File: src/rtl/uart_boot_loader.sv
// uart_boot_loader: polls the UART for a framed program image, writes it into IMEM and replies ACK/NAK.
// Bytes are fetched as status-poll/read pairs; the CPU is held for the whole session.
module uart_boot_loader #(
  parameter int         IMEM_AW     = 10,
  parameter int         TIMEOUT_CYC = 1000000,
  parameter logic [7:0] ACK_BYTE    = 8'h06,
  parameter logic [7:0] NAK_BYTE    = 8'h15
) (
  input  logic               clk,
  input  logic               rst,
  input  logic               start,
  output logic               uart_cs,
  output logic               uart_ren,
  output logic               uart_wen,
  output logic [11:0]        uart_addr,
  output logic [31:0]        uart_wdata,
  input  logic [31:0]        uart_rdata,
  output logic               imem_we,
  output logic [IMEM_AW-1:0] imem_addr,
  output logic [31:0]        imem_wdata,
  output logic               busy,
  output logic               cpu_hold,
  output logic               done,
  output logic               err
);
  typedef enum logic [2:0] {IDLE, POLL, POLL_W, READ, READ_W, TPOLL, TPOLL_W, TWRITE} state_t;
  typedef enum logic [2:0] {HDR, LEN0, LEN1, DATA, CSUM} phase_t;
  localparam int TW = $clog2(TIMEOUT_CYC + 1);
  localparam logic [16:0] MAX_LEN = 17'(2 ** IMEM_AW);
  state_t state_q, state_d;
  phase_t phase_q, phase_d;
  logic [16:0] len_q, len_d;
  logic [IMEM_AW:0] widx_q, widx_d;
  logic [31:0] word_q, word_d;
  logic [1:0] bcnt_q, bcnt_d;
  logic [7:0] csum_q, csum_d, rx;
  logic [TW-1:0] idle_q, idle_d;
  logic ok_q, ok_d;
  logic uart_cs_q, uart_cs_d, uart_ren_q, uart_ren_d, uart_wen_q, uart_wen_d;
  logic [11:0] uart_addr_q, uart_addr_d;
  logic [31:0] uart_wdata_q, uart_wdata_d;
  logic imem_we_q, imem_we_d;
  logic [IMEM_AW-1:0] imem_addr_q, imem_addr_d;
  logic [31:0] imem_wdata_q, imem_wdata_d;
  logic busy_q, busy_d, done_q, done_d, err_q, err_d;
  assign rx = uart_rdata[7:0];
  always_comb begin
    state_d = state_q;
    phase_d = phase_q;
    len_d = len_q;
    widx_d = widx_q;
    word_d = word_q;
    bcnt_d = bcnt_q;
    csum_d = csum_q;
    ok_d = ok_q;
    idle_d = (phase_q == HDR || idle_q == TW'(TIMEOUT_CYC)) ? idle_q : idle_q + 1'b1;
    imem_we_d = 1'b0;
    done_d = 1'b0;
    err_d = 1'b0;
    case (state_q)
      IDLE: if (start) begin
        state_d = POLL;
        phase_d = HDR;
        widx_d = '0;
        bcnt_d = '0;
        csum_d = '0;
        idle_d = '0;
      end
      POLL: state_d = POLL_W;
      POLL_W: begin
        if (phase_q != HDR && idle_q == TW'(TIMEOUT_CYC)) begin
          ok_d = 1'b0;
          state_d = TPOLL;
        end else state_d = uart_rdata[1] ? POLL : READ;
      end
      READ: state_d = READ_W;
      READ_W: begin
        state_d = POLL;
        idle_d = '0;
        case (phase_q)
          HDR: if (rx == 8'hA5) phase_d = LEN0;
          LEN0: begin
            len_d = {9'd0, rx};
            phase_d = LEN1;
          end
          LEN1: begin
            len_d = {1'b0, rx, len_q[7:0]};
            if (len_d > MAX_LEN) begin
              ok_d = 1'b0;
              state_d = TPOLL;
            end else if (len_d == '0) phase_d = CSUM;
            else phase_d = DATA;
          end
          DATA: begin
            word_d = {rx, word_q[31:8]};
            bcnt_d = bcnt_q + 2'd1;
            csum_d = csum_q + rx;
            if (bcnt_q == 2'd3) begin
              imem_we_d = 1'b1;
              widx_d = widx_q + 1'b1;
              if (17'(widx_d) == len_q) phase_d = CSUM;
            end
          end
          CSUM: begin
            ok_d = rx == csum_q;
            state_d = TPOLL;
          end
          default: phase_d = HDR;
        endcase
      end
      TPOLL: state_d = TPOLL_W;
      TPOLL_W: state_d = uart_rdata[0] ? TPOLL : TWRITE;
      TWRITE: begin
        state_d = IDLE;
        done_d = ok_q;
        err_d = !ok_q;
      end
      default: state_d = IDLE;
    endcase
    uart_cs_d = state_d inside {POLL, READ, TPOLL, TWRITE};
    uart_ren_d = state_d inside {POLL, READ, TPOLL};
    uart_wen_d = state_d == TWRITE;
    uart_addr_d = (state_d == POLL || state_d == TPOLL) ? 12'h004 : 12'h000;
    uart_wdata_d = (state_d == TWRITE) ? {24'h0, ok_d ? ACK_BYTE : NAK_BYTE} : 32'h0;
    imem_addr_d = imem_we_d ? widx_q[IMEM_AW-1:0] : imem_addr_q;
    imem_wdata_d = imem_we_d ? word_d : imem_wdata_q;
    busy_d = state_d != IDLE;
  end
  always_ff @(posedge clk) begin
    if (rst) begin
      state_q <= IDLE;
      phase_q <= HDR;
      len_q <= '0;
      widx_q <= '0;
      word_q <= '0;
      bcnt_q <= '0;
      csum_q <= '0;
      idle_q <= '0;
      ok_q <= 1'b0;
      uart_cs_q <= 1'b0;
      uart_ren_q <= 1'b0;
      uart_wen_q <= 1'b0;
      uart_addr_q <= '0;
      uart_wdata_q <= '0;
      imem_we_q <= 1'b0;
      imem_addr_q <= '0;
      imem_wdata_q <= '0;
      busy_q <= 1'b0;
      done_q <= 1'b0;
      err_q <= 1'b0;
    end else begin
      state_q <= state_d;
      phase_q <= phase_d;
      len_q <= len_d;
      widx_q <= widx_d;
      word_q <= word_d;
      bcnt_q <= bcnt_d;
      csum_q <= csum_d;
      idle_q <= idle_d;
      ok_q <= ok_d;
      uart_cs_q <= uart_cs_d;
      uart_ren_q <= uart_ren_d;
      uart_wen_q <= uart_wen_d;
      uart_addr_q <= uart_addr_d;
      uart_wdata_q <= uart_wdata_d;
      imem_we_q <= imem_we_d;
      imem_addr_q <= imem_addr_d;
      imem_wdata_q <= imem_wdata_d;
      busy_q <= busy_d;
      done_q <= done_d;
      err_q <= err_d;
    end
  end
  assign uart_cs = uart_cs_q;
  assign uart_ren = uart_ren_q;
  assign uart_wen = uart_wen_q;
  assign uart_addr = uart_addr_q;
  assign uart_wdata = uart_wdata_q;
  assign imem_we = imem_we_q;
  assign imem_addr = imem_addr_q;
  assign imem_wdata = imem_wdata_q;
  assign busy = busy_q;
  assign cpu_hold = busy_q;
  assign done = done_q;
  assign err = err_q;
endmodule

File: config.mk
export PLATFORM = sky130hd
export DESIGN_NAME = uart_boot_loader
export DESIGN_NICKNAME = d
export VERILOG_FILES = /design/src/rtl/uart_boot_loader.sv
export SDC_FILE = /design/constraint.sdc
export NUM_CORES = 1
export LEC_CHECK = 0
export CAP_MARGIN = 20
export CORE_MARGIN = 1
export CORE_UTILIZATION = 25
export DETAILED_ROUTE_END_ITERATION = 10
export MAX_ROUTING_LAYER = met4
export PLACE_DENSITY = 0.51
export SLEW_MARGIN = 20
export SYNTH_ARGS = -nofsm -noshare
export SYNTH_HDL_FRONTEND = slang
export SYNTH_SLANG_ARGS = --single-unit
File: constraint.sdc
create_clock -name clk -period 2.9 [get_ports clk]
set_input_delay 0.725 -clock clk [delete_from_list [all_inputs] [get_ports clk]]
set_output_delay 0.725 -clock clk [all_outputs]
set_load 0.1 [all_outputs]
==> impl_metrics.yaml, run 1 <==
power_and_ir_drop:
  power_density_nw_per_um2: 568
  ir_drop_uv: 335
  p_int_mw: 3.14
  comb_power_share_pct: 9.6
  p_sw_mw: 1.35
  p_seq_share_pct: 43.2
  sw_frac_of_total_pct: 30.1
  p_total_mw: 4.50
  clkPwrFrac_pct: 47.1
  power_leakage_nw: 3.01
worst_setup_path:
  crit_buf_inv: 1
  crit_path_end_kind: "flip-flop"
  rrSetupSlack_ns: 0.41
  r2r-start: "widx_q[1]$_SDFFE_PP0P_"
  required_ns: 3.21
  critPathTopFamily: "compound AO/OA/AOI/OAI gates"
  critPathMaxStageDelay_ns: 0.49
  cp_common_cell: "a2111oi_0"
  cp-start-kind: "primary input"
  crit_chain: "clkdlybuf4s50_1, ha_1, a21o_1, a211o_1, a2111oi_0, or3_1, a2111oi_0, a311o_1"
  crit_arrival_ns: 3.00
  rr_worst_depth: 7
  crit_fanout: 4
  slowest_stage: "clkdlybuf4s50_1"
  crit_type: "in2reg"
  crit_start: "uart_rdata[1]"
  rr_endpoint: "phase_q[0]$_SDFFE_PP0P_"
timing:
  fin_crit_ns: 2.69
  post-route-period-util_pct: 92.6
  finalHoldViolations: 0
  clock.fmax_mhz: 372
  slew_headroom_pct: 54.7
  fin_worst_skew_ns: 0.00748
  hold_ws_ns: 0.451
  final_max_slew_viol_count: 0
  worst_pin_slew_ns: 0.679
  rsz0062_at_grt: "false"
  finalSetupViolCount: 0
grt:
  antenna_found_initial: 0
  grt.total_usage_pct: 13.0
  grt_pass1_vias: 5066
  grt_max_degree: 64
  gr-total-overflow: 0
  grt_pass1_wl_um: 26500
synth:
  synth_area_per_cell_sq_um: 7.96
  synth_edf_count: 0
  netlist_instances: 821
  synthDistinctLibCells: 59
  netlist_area_sq_um: 6540
  ys_seq_elements: 140
  yosysTopAreaCellShare_pct: 42.9
  synth_area_leader_cell: "dfxtp_1"
  synth_flop_cell: "dfxtp_1"
  netlist_top_cells_area: "dfxtp_1 (43%), nand2_1 (9.9%), a21oi_1 (8.0%)"
  yosysMostFrequentCell: "nand2_1"
  ys.warnings.count: 0
  ys_seq_area_share_pct: 42.9
  ys_top_cells_by_count: "nand2_1 (172), dfxtp_1 (140), a21oi_1 (105)"
  async_flop_share_pct: 0
worst_hold_path:
  holdPathStages: 2
  worst_hold_path.endpoint: "imem_wdata[5]$_SDFFE_PP0P_"
  hold_class: "reg2reg"
  worstHoldStart: "word_q[13]$_SDFF_PP0_"
routing:
  drt_wl_total_um: 16700
  wl_per_cell_um: 13.7
  vias: 5562
  drc_errors: 0
  drt_iter0_markers: 337
  final_antenna_net_count: 0
  dr.pass1.iters: 5
  vias_per_cell: 4.54
final_layout:
  final_nets: 928
  syn2layout_area_growth_pct: 21.1
  layout.cells.non_filler: 1224
  final_layout_size_suffix_gt1_share_pct: 14.4
  final_util_pct: 31.2
  fillers: 2747
  antennaDiodeCount: 0
placed_design:
  placed_cells: 1192
  io_buffers: 65
  gp_congestion: 0.810
  hpwl_um: 11400
clock_network:
  h-tree-depth: 4
  cts.hold.buffers_added: 0
  clock_path_buffers: 2
  clock_insertion_delay_worst_skew_ns: 0.42
  numCtsBuffers: 17
  cts_setup_buffers: 0
  numClockSinks: 140
  cts_tree: "yes"
  clk_pin_slew_ns: 0.07
  ctsResizeCount: 0
  clockRootBuffer: "clkbuf_16"
floorplan:
  die_h_um: 164
  fp.coreArea_sq_um: 25400
  die_x_um: 164
  num_rows: 58
  die_area_sq_um: 26800
  initial_utilization_pct: 25.7
  io_pins: 129
job:
  drv_cap: 0
outcome:
  status: "finished, final reports clean"
-- cells by family (layout without fill, tap and decap cells) --
| family | Yosys count | count (layout) | synth area share (%) |
|---|---|---|---|
| adders and majority gates | 12 | 12 | 2.41 |
| AOI/OAI and AO/OA | 159 | 159 | 14.4 |
| DFF | 140 | 140 | 42.9 |
| and+or+nand+nor | 361 | 361 | 26.0 |
| other | 1 | 39 | 0.0574 |
| xor gates and xnor gates | 31 | 31 | 4.15 |
| muxes | 8 | 8 | 1.23 |
| buffers and inverters | 109 | 144 | 8.88 |
-- routing by layer --
| layer | part of all wire [%] | global-route usage (%) | vias up | wire [um] |
|---|---|---|---|---|
| li1 | - | - | 2839 | - |
| met2 | 49 | 21.4 | 97 | 8160 |
| met3 | 3.8 | 3.08 | 18 | 628 |
| met5 | 0 | - | - | 0 |
| met1 | 46 | 15.5 | 2608 | 7720 |
| met4 | 1.3 | 4.38 | 0 | 225 |
-- layout make-up --
cell class / count / area, sq um / share of cell area (%)
clock buffers: 17 / 425 / 5.38
multi-input cells: 610 / 3300 / 41.7
clock inverters: 15 / 148 / 1.87
flip-flops and latches: 140 / 2800 / 35.4
inverters: 13 / 48.8 / 0.617
repair buffers: 99 / 778 / 9.84
well taps: 330 / 413 / 5.22
-- worst max-delay path by stage --
stage / to / slack [ns] / depth (start not counted)
2_1_floorplan: imem_addr[0]$_SDFFE_PP0P_ / 0.45 / 8
3_3_place_gp: csum_q[7]$_SDFFE_PP0P_ / -0.19 / 8
3_5_place_dp: phase_q[1]$_SDFFE_PP0P_ / -0.21 / 7
4_1_cts: phase_q[1]$_SDFFE_PP0P_ / 0.24 / 7
5_1_grt: phase_q[1]$_SDFFE_PP0P_ / 0.10 / 7
6_report: csum_q[7]$_SDFFE_PP0P_ / 0.21 / 8
-- through the flow --
stage / setup WS, ns / TNS, ns / cell area (sq um)
2_1_floorplan: 0.446 / 0 / 6680
3_3_place_gp: -0.186 / -0.906 / 7340
3_5_place_dp: -0.210 / -1.03 / 7340
4_1_cts: 0.235 / 0 / 7910
5_1_grt: 0.100 / 0 / 7910
6_report: 0.215 / 0 / 7910
-- sequential cells by signal, indices dropped and copies added (netlist names), 2 cells and up --
| name | flops |
|---|---|
| imem_addr | 10 |
| phase_q | 3 |
| imem_wdata | 32 |
| state_q | 2 |
| idle_q | 20 |
| len_q | 16 |
| csum_q | 8 |
| word_q | 24 |
| uart_wdata | 3 |
| bcnt_q | 2 |
| widx_q | 11 |
-- worst min-delay path, delay by kind of cell (launching register included) --
| family | cells | cell delay [ns] |
|---|---|---|
| flip-flops | 1 | 0.31 |
| AO/OA/AOI/OAI | 1 | 0.05 |
| AND/OR/NAND/NOR | 1 | 0.05 |
-- layout by cell type (no fill, tap or decap), types with 13 or more instances in the layout --
cell and n:
buf_4 89, clkbuf_16 17, nand2_1 172, o21ai_0 13, conb_1 39, a21oi_1 105, nor2_1 62, dfxtp_1 140
nand3_1 33, xnor2_1 20
-- power groups by stage --
stage	registers [mW]	logic (mW)	clock network (mW)
finish	1.94	0.434	2.12
global route	1.94	0.453	2.27
CTS	1.94	0.435	2.18
detailed placement	1.99	0.435	0
global placement	1.99	0.435	0
floorplan	2.01	0.364	0
No activity file was read; power rests on OpenSTA's default activity.
==> run 2, diff against run 1 <==
CORE_UTILIZATION = 52   (was 25)
CTS_CLUSTER_SIZE = 30   (was not set)
PLACE_DENSITY = 0.86   (was 0.51)
==> run 2 against run 1 <==
  * Global-route usage grew 11 points
  * Cell area fell by 1.5%
  * Clock power up 14%
  * Core utilization is 33 points higher
  * Clock skew is 0.0096 ns higher
  * Setup slack better by 0.033 ns
  * Register-to-register slack gained 0.09 ns
  * Critical endpoint is now phase_q[1]$_SDFFE_PP0P_
  * Cell count fell by 13%
  * Largest power group unchanged
==> impl_metrics.yaml, run 2 (synthesized netlist as in run 1, its figures left out) <==
routing:
  vias_per_cell: 5.38
  wl_per_cell_um: 13.8
  vias: 5713
  drc_errors: 0
  dr.pass1.iters: 5
  final_antenna_net_count: 0
  drt_iter0_markers: 414
  drt_wl_total_um: 14600
worst_setup_path:
  r2r-start: "widx_q[1]$_SDFFE_PP0P_"
  crit_path_end_kind: "flip-flop"
  crit_fanout: 3
  cp-start-kind: "primary input"
  required_ns: 3.23
  crit_arrival_ns: 2.98
  crit_type: "in2reg"
  crit_start: "uart_rdata[1]"
floorplan:
  fp.coreArea_sq_um: 12100
  die_area_sq_um: 13000
  initial_utilization_pct: 54.0
  num_rows: 40
  die_h_um: 114
  die_x_um: 114
  io_pins: 129
clock_network:
  cts_setup_buffers: 0
  cts.hold.buffers_added: 0
  clock_path_buffers: 2
  h-tree-depth: 4
  numCtsBuffers: 17
  clock_insertion_delay_worst_skew_ns: 0.43
  clk_pin_slew_ns: 0.06
  numClockSinks: 140
  clockRootBuffer: "clkbuf_16"
  cts_tree: "yes"
  ctsResizeCount: 0
timing:
  hold_ws_ns: 0.453
  fin_worst_skew_ns: 0.0171
  fin_setup_tns_ns: 0
  clock.fmax_mhz: 377
  fin_crit_ns: 2.65
  finalHoldViolations: 0
  final_max_slew_viol_count: 0
  rsz0062_at_grt: "false"
  worst_pin_slew_ns: 0.637
  slew_headroom_pct: 57.5
  finalSetupViolCount: 0
  post-route-period-util_pct: 91.5
placed_design:
  hpwl_um: 9890
  gp_congestion: 0.918
  io_buffers: 65
  placed_cells: 1029
grt:
  grt_pass1_vias: 5142
  gr-total-overflow: 0
  grt_pass1_wl_um: 24100
  antenna_found_initial: 0
  grt_max_degree: 43
  grt.total_usage_pct: 23.8
final_layout:
  final_layout_size_suffix_gt1_share_pct: 14.2
  fillers: 1016
  largest_reg_flops: 32
  final_common_cell: "nand2_1"
  antennaDiodeCount: 0
  regArea_sq_um: 2800
  final_nets: 927
  layout.cells.non_filler: 1061
  syn2layout_area_growth_pct: 19.3
  multi_input_area_sq_um: 3300
  final_cell_mix: "nand2_1 (172), dfxtp_1 (140), a21oi_1 (105)"
power_and_ir_drop:
  ir_drop_uv: 353
  power_density_nw_per_um2: 615
  power_leakage_nw: 3.06
outcome:
  status: "finished, final reports clean"
worst_hold_path:
  hold_class: "reg2reg"
  worstHoldStart: "imem_wdata[31]$_SDFFE_PP0P_"
job:
  drv_cap: 0
run 2: cell count changes in the layout (fill, tap and decap cells not counted), sizes merged:
cell / previous run / this run
buf: 90 / 89
clkbuf: 17 / 21
clkinv: 7 / 5
bufinv: 0 / 5
inv: 20 / 13
run 2: power breakdown:
part	total [mW]	switching (mW)	internal, mW
Sequential	1.94	0.0127	1.93
Combinational	0.427	0.360	0.0671
Clock	2.42	0.809	1.61
run 2: layout make-up:
class	count	share of cell area [%]
inverter	13	0.626
sequential	140	36.0
timing repair buffer	98	9.89
multi-input combinational	610	42.3
tap	168	2.70
clock buffer	21	6.16
clock inverter	11	2.39
run 2: path summary, 6_finish.rpt:
path / endpoint / slack (ns) / cells after the start
worst max register to register: phase_q[0]$_SDFFE_PP0P_ / 0.50 / 7
worst min-delay path: imem_wdata[31]$_SDFFE_PP0P_ / 0.45 / 2
worst max-delay path: phase_q[1]$_SDFFE_PP0P_ / 0.25 / 8
worst min register to register: imem_wdata[31]$_SDFFE_PP0P_ / 0.45 / 2
run 2: worst max-delay path, stage by stage:
cell             delay (ns)
clkdlybuf4s50_1        0.47
buf_4                  0.17
or4bb_1                0.46
o311a_1                0.30
a311oi_1               0.28
o211ai_1               0.19
a31oi_1                0.18
a21bo_2                0.23
run 2: per-stage QoR:
stage | setup slack, ns | power, mW | utilization, % | area (sq um)
global placement | -0.165 | 2.41 | 58.9 | 7130
finish | 0.247 | 4.79 | 64.4 | 7790
global route | 0.139 | 4.91 | 64.4 | 7790
CTS | 0.265 | 4.82 | 64.4 | 7790
detailed placement | -0.182 | 2.41 | 58.9 | 7130
floorplan | 0.446 | 2.37 | - | 6680
run 2: metal layers:
| layer | share of wire, % | vias to the layer above | track usage [%] | wire length (um) |
|---|---|---|---|---|
| met5 | 0 | - | - | 0 |
| met4 | 1.6 | 0 | 9.96 | 227 |
| met3 | 5.1 | 21 | 4.71 | 740 |
| met2 | 49 | 167 | 38.7 | 7180 |
| met1 | 44 | 2677 | 29.0 | 6470 |
| li1 | - | 2848 | - | - |
==> run 3, diff against run 2 <==
CORE_ASPECT_RATIO = 1.5   (was not set)
==> run 3 against run 2 <==
  * Wire length is 5.1% higher
  * Clock-buffer cell count decreased by 4
  * Global-route usage up 1.3 points
  * Cell count fell by 1.6%
  * Flip-flop and latch count stayed put
  * Power shrank 3.4%
  * Register-to-register slack worse by 0.07 ns
  * Cell area down 1.1%
  * Largest power group unchanged
  * Die area about the same
  * Sequential power about the same
  * Critical path depth did not move
  * Clock skew down 0.0098 ns
==> impl_metrics.yaml, run 3 (synthesized netlist as in run 1, its figures left out) <==
outcome:
  status: "finished, final reports clean"
clock_network:
  cts.hold.buffers_added: 0
  clk_pin_slew_ns: 0.07
  cts_setup_buffers: 0
  clock_path_buffers: 2
  clockRootBuffer: "clkbuf_16"
  ctsResizeCount: 0
  h-tree-depth: 4
  numCtsBuffers: 17
  cts_tree: "yes"
  clock_insertion_delay_worst_skew_ns: 0.42
  numClockSinks: 140
timing:
  finalHoldViolations: 0
  final_max_slew_viol_count: 0
  finalSetupViolCount: 0
  fin_worst_skew_ns: 0.00729
  post-route-period-util_pct: 94.4
  fin_crit_ns: 2.74
  clock.fmax_mhz: 365
  rsz0062_at_grt: "false"
  worst_pin_slew_ns: 0.649
  slew_headroom_pct: 56.6
grt:
  grt_pass1_wl_um: 25500
  gr-total-overflow: 0
  grt_pass1_vias: 5447
  grt.total_usage_pct: 25.2
  grt_max_degree: 47
  antenna_found_initial: 0
final_layout:
  layout.cells.non_filler: 1044
  final_nets: 925
  syn2layout_area_growth_pct: 18.0
  final_common_cell: "nand2_1"
  antennaDiodeCount: 0
  final_layout_size_suffix_gt1_share_pct: 14.0
  largest_reg_flops: 32
  final_cell_mix: "nand2_1 (172), dfxtp_1 (140), a21oi_1 (105)"
power_and_ir_drop:
  p_seq_share_pct: 41.9
  clkPwrFrac_pct: 48.8
  sw_frac_of_total_pct: 28.4
  ir_drop_uv: 425
  power_density_nw_per_um2: 600
  power_leakage_nw: 3.02
  p_sw_mw: 1.31
  p_total_mw: 4.63
  p_int_mw: 3.32
  comb_power_share_pct: 9.3
floorplan:
  num_rows: 49
  die_x_um: 93.5
  initial_utilization_pct: 53.8
  io_pins: 129
  fp.coreArea_sq_um: 12100
  die_area_sq_um: 13000
  die_h_um: 139
placed_design:
  placed_cells: 1012
  gp_congestion: 0.857
  hpwl_um: 10200
  io_buffers: 65
routing:
  drc_errors: 0
  wl_per_cell_um: 14.7
  dr.pass1.iters: 5
  vias_per_cell: 5.62
  drt_wl_total_um: 15400
  vias: 5869
  drt_iter0_markers: 424
  final_antenna_net_count: 0
worst_setup_path:
  crit_type: "in2reg"
  cp-endpoint: "phase_q[1]$_SDFFE_PP0P_"
  rr_endpoint: "widx_q[4]$_SDFFE_PP0P_"
  crit_arrival_ns: 3.05
  rrSetupSlack_ns: 0.43
  crit_fanout: 3
  rr_worst_depth: 6
  crit_path_end_kind: "flip-flop"
  cp-start-kind: "primary input"
  r2r-start: "phase_q[2]$_SDFFE_PP0P_"
  required_ns: 3.21
  crit_start: "uart_rdata[1]"
worst_hold_path:
  hold_class: "reg2reg"
job:
  drv_cap: 0
-- run 3: changes by cell type in the layout (fill, tap and decap cells not counted), sizes merged --
cell	change
inv	+9
clkbuf	-4
bufinv	-3
buf	-2
clkinv	-2
-- run 3: through the flow --
stage | hold WS [ns] | utilization, % | setup TNS [ns] | worst slack [ns] | cell area, sq um
floorplan | 0.415 | - | 0 | 0.446 | 6680
global placement | 0.438 | 58.4 | -0.642 | -0.231 | 7090
detailed placement | 0.443 | 58.4 | -0.888 | -0.241 | 7090
CTS | 0.452 | 63.5 | 0 | 0.188 | 7710
global route | 0.474 | 63.5 | 0 | 0.0899 | 7710
finish | 0.452 | 63.5 | 0 | 0.161 | 7710
-- run 3: critical path, stage by stage --
cell and delay [ns]:
clkdlybuf4s50_1 0.51, buf_12 0.18, or4bb_1 0.49, o311a_1 0.30
a311oi_1 0.27, o211ai_1 0.18, a31oi_1 0.18, a21bo_2 0.23
-- run 3: area by class of cell --
class	count	area, sq um
clock buffer	17	425
clock inverter	15	193
fill	1019	4430
inverter	13	48.8
multi-input combinational	610	3300
sequential	140	2800
tap	153	191
timing repair buffer	96	756
-- run 3: power groups by stage --
| stage | Sequential (mW) | Clock, mW | Combinational [mW] |
|---|---|---|---|
| 2_1_floorplan | 2.01 | 0 | 0.364 |
| 3_3_place_gp | 1.98 | 0 | 0.425 |
| 3_5_place_dp | 1.98 | 0 | 0.427 |
| 4_1_cts | 1.94 | 2.28 | 0.430 |
| 5_1_grt | 1.94 | 2.37 | 0.450 |
| 6_report | 1.94 | 2.26 | 0.432 |
-- run 3: layer usage --
metal  vias up  global-route usage [%]  routed length [um]
li1       2833                       -                   -
met1      2773                    26.9                5880
met2       211                    43.9                8250
met3        52                    5.19                 710
met4         0                    11.5                 518
met5         -                       -                   0
-- run 3: how the worst min path moves through the flow --
stage	start	to	slack, ns	depth (start not counted)
2_1_floorplan	ok_q$_SDFF_PP0_	err$_SDFF_PP0_	0.42	1
4_1_cts	word_q[12]$_SDFF_PP0_	imem_wdata[4]$_SDFFE_PP0P_	0.45	2
5_1_grt	word_q[11]$_SDFF_PP0_	imem_wdata[3]$_SDFFE_PP0P_	0.47	2
6_report	word_q[12]$_SDFF_PP0_	imem_wdata[4]$_SDFFE_PP0P_	0.45	2
3_5_place_dp	word_q[12]$_SDFF_PP0_	imem_wdata[4]$_SDFFE_PP0P_	0.44	2
3_3_place_gp	word_q[14]$_SDFF_PP0_	imem_wdata[6]$_SDFFE_PP0P_	0.44	2
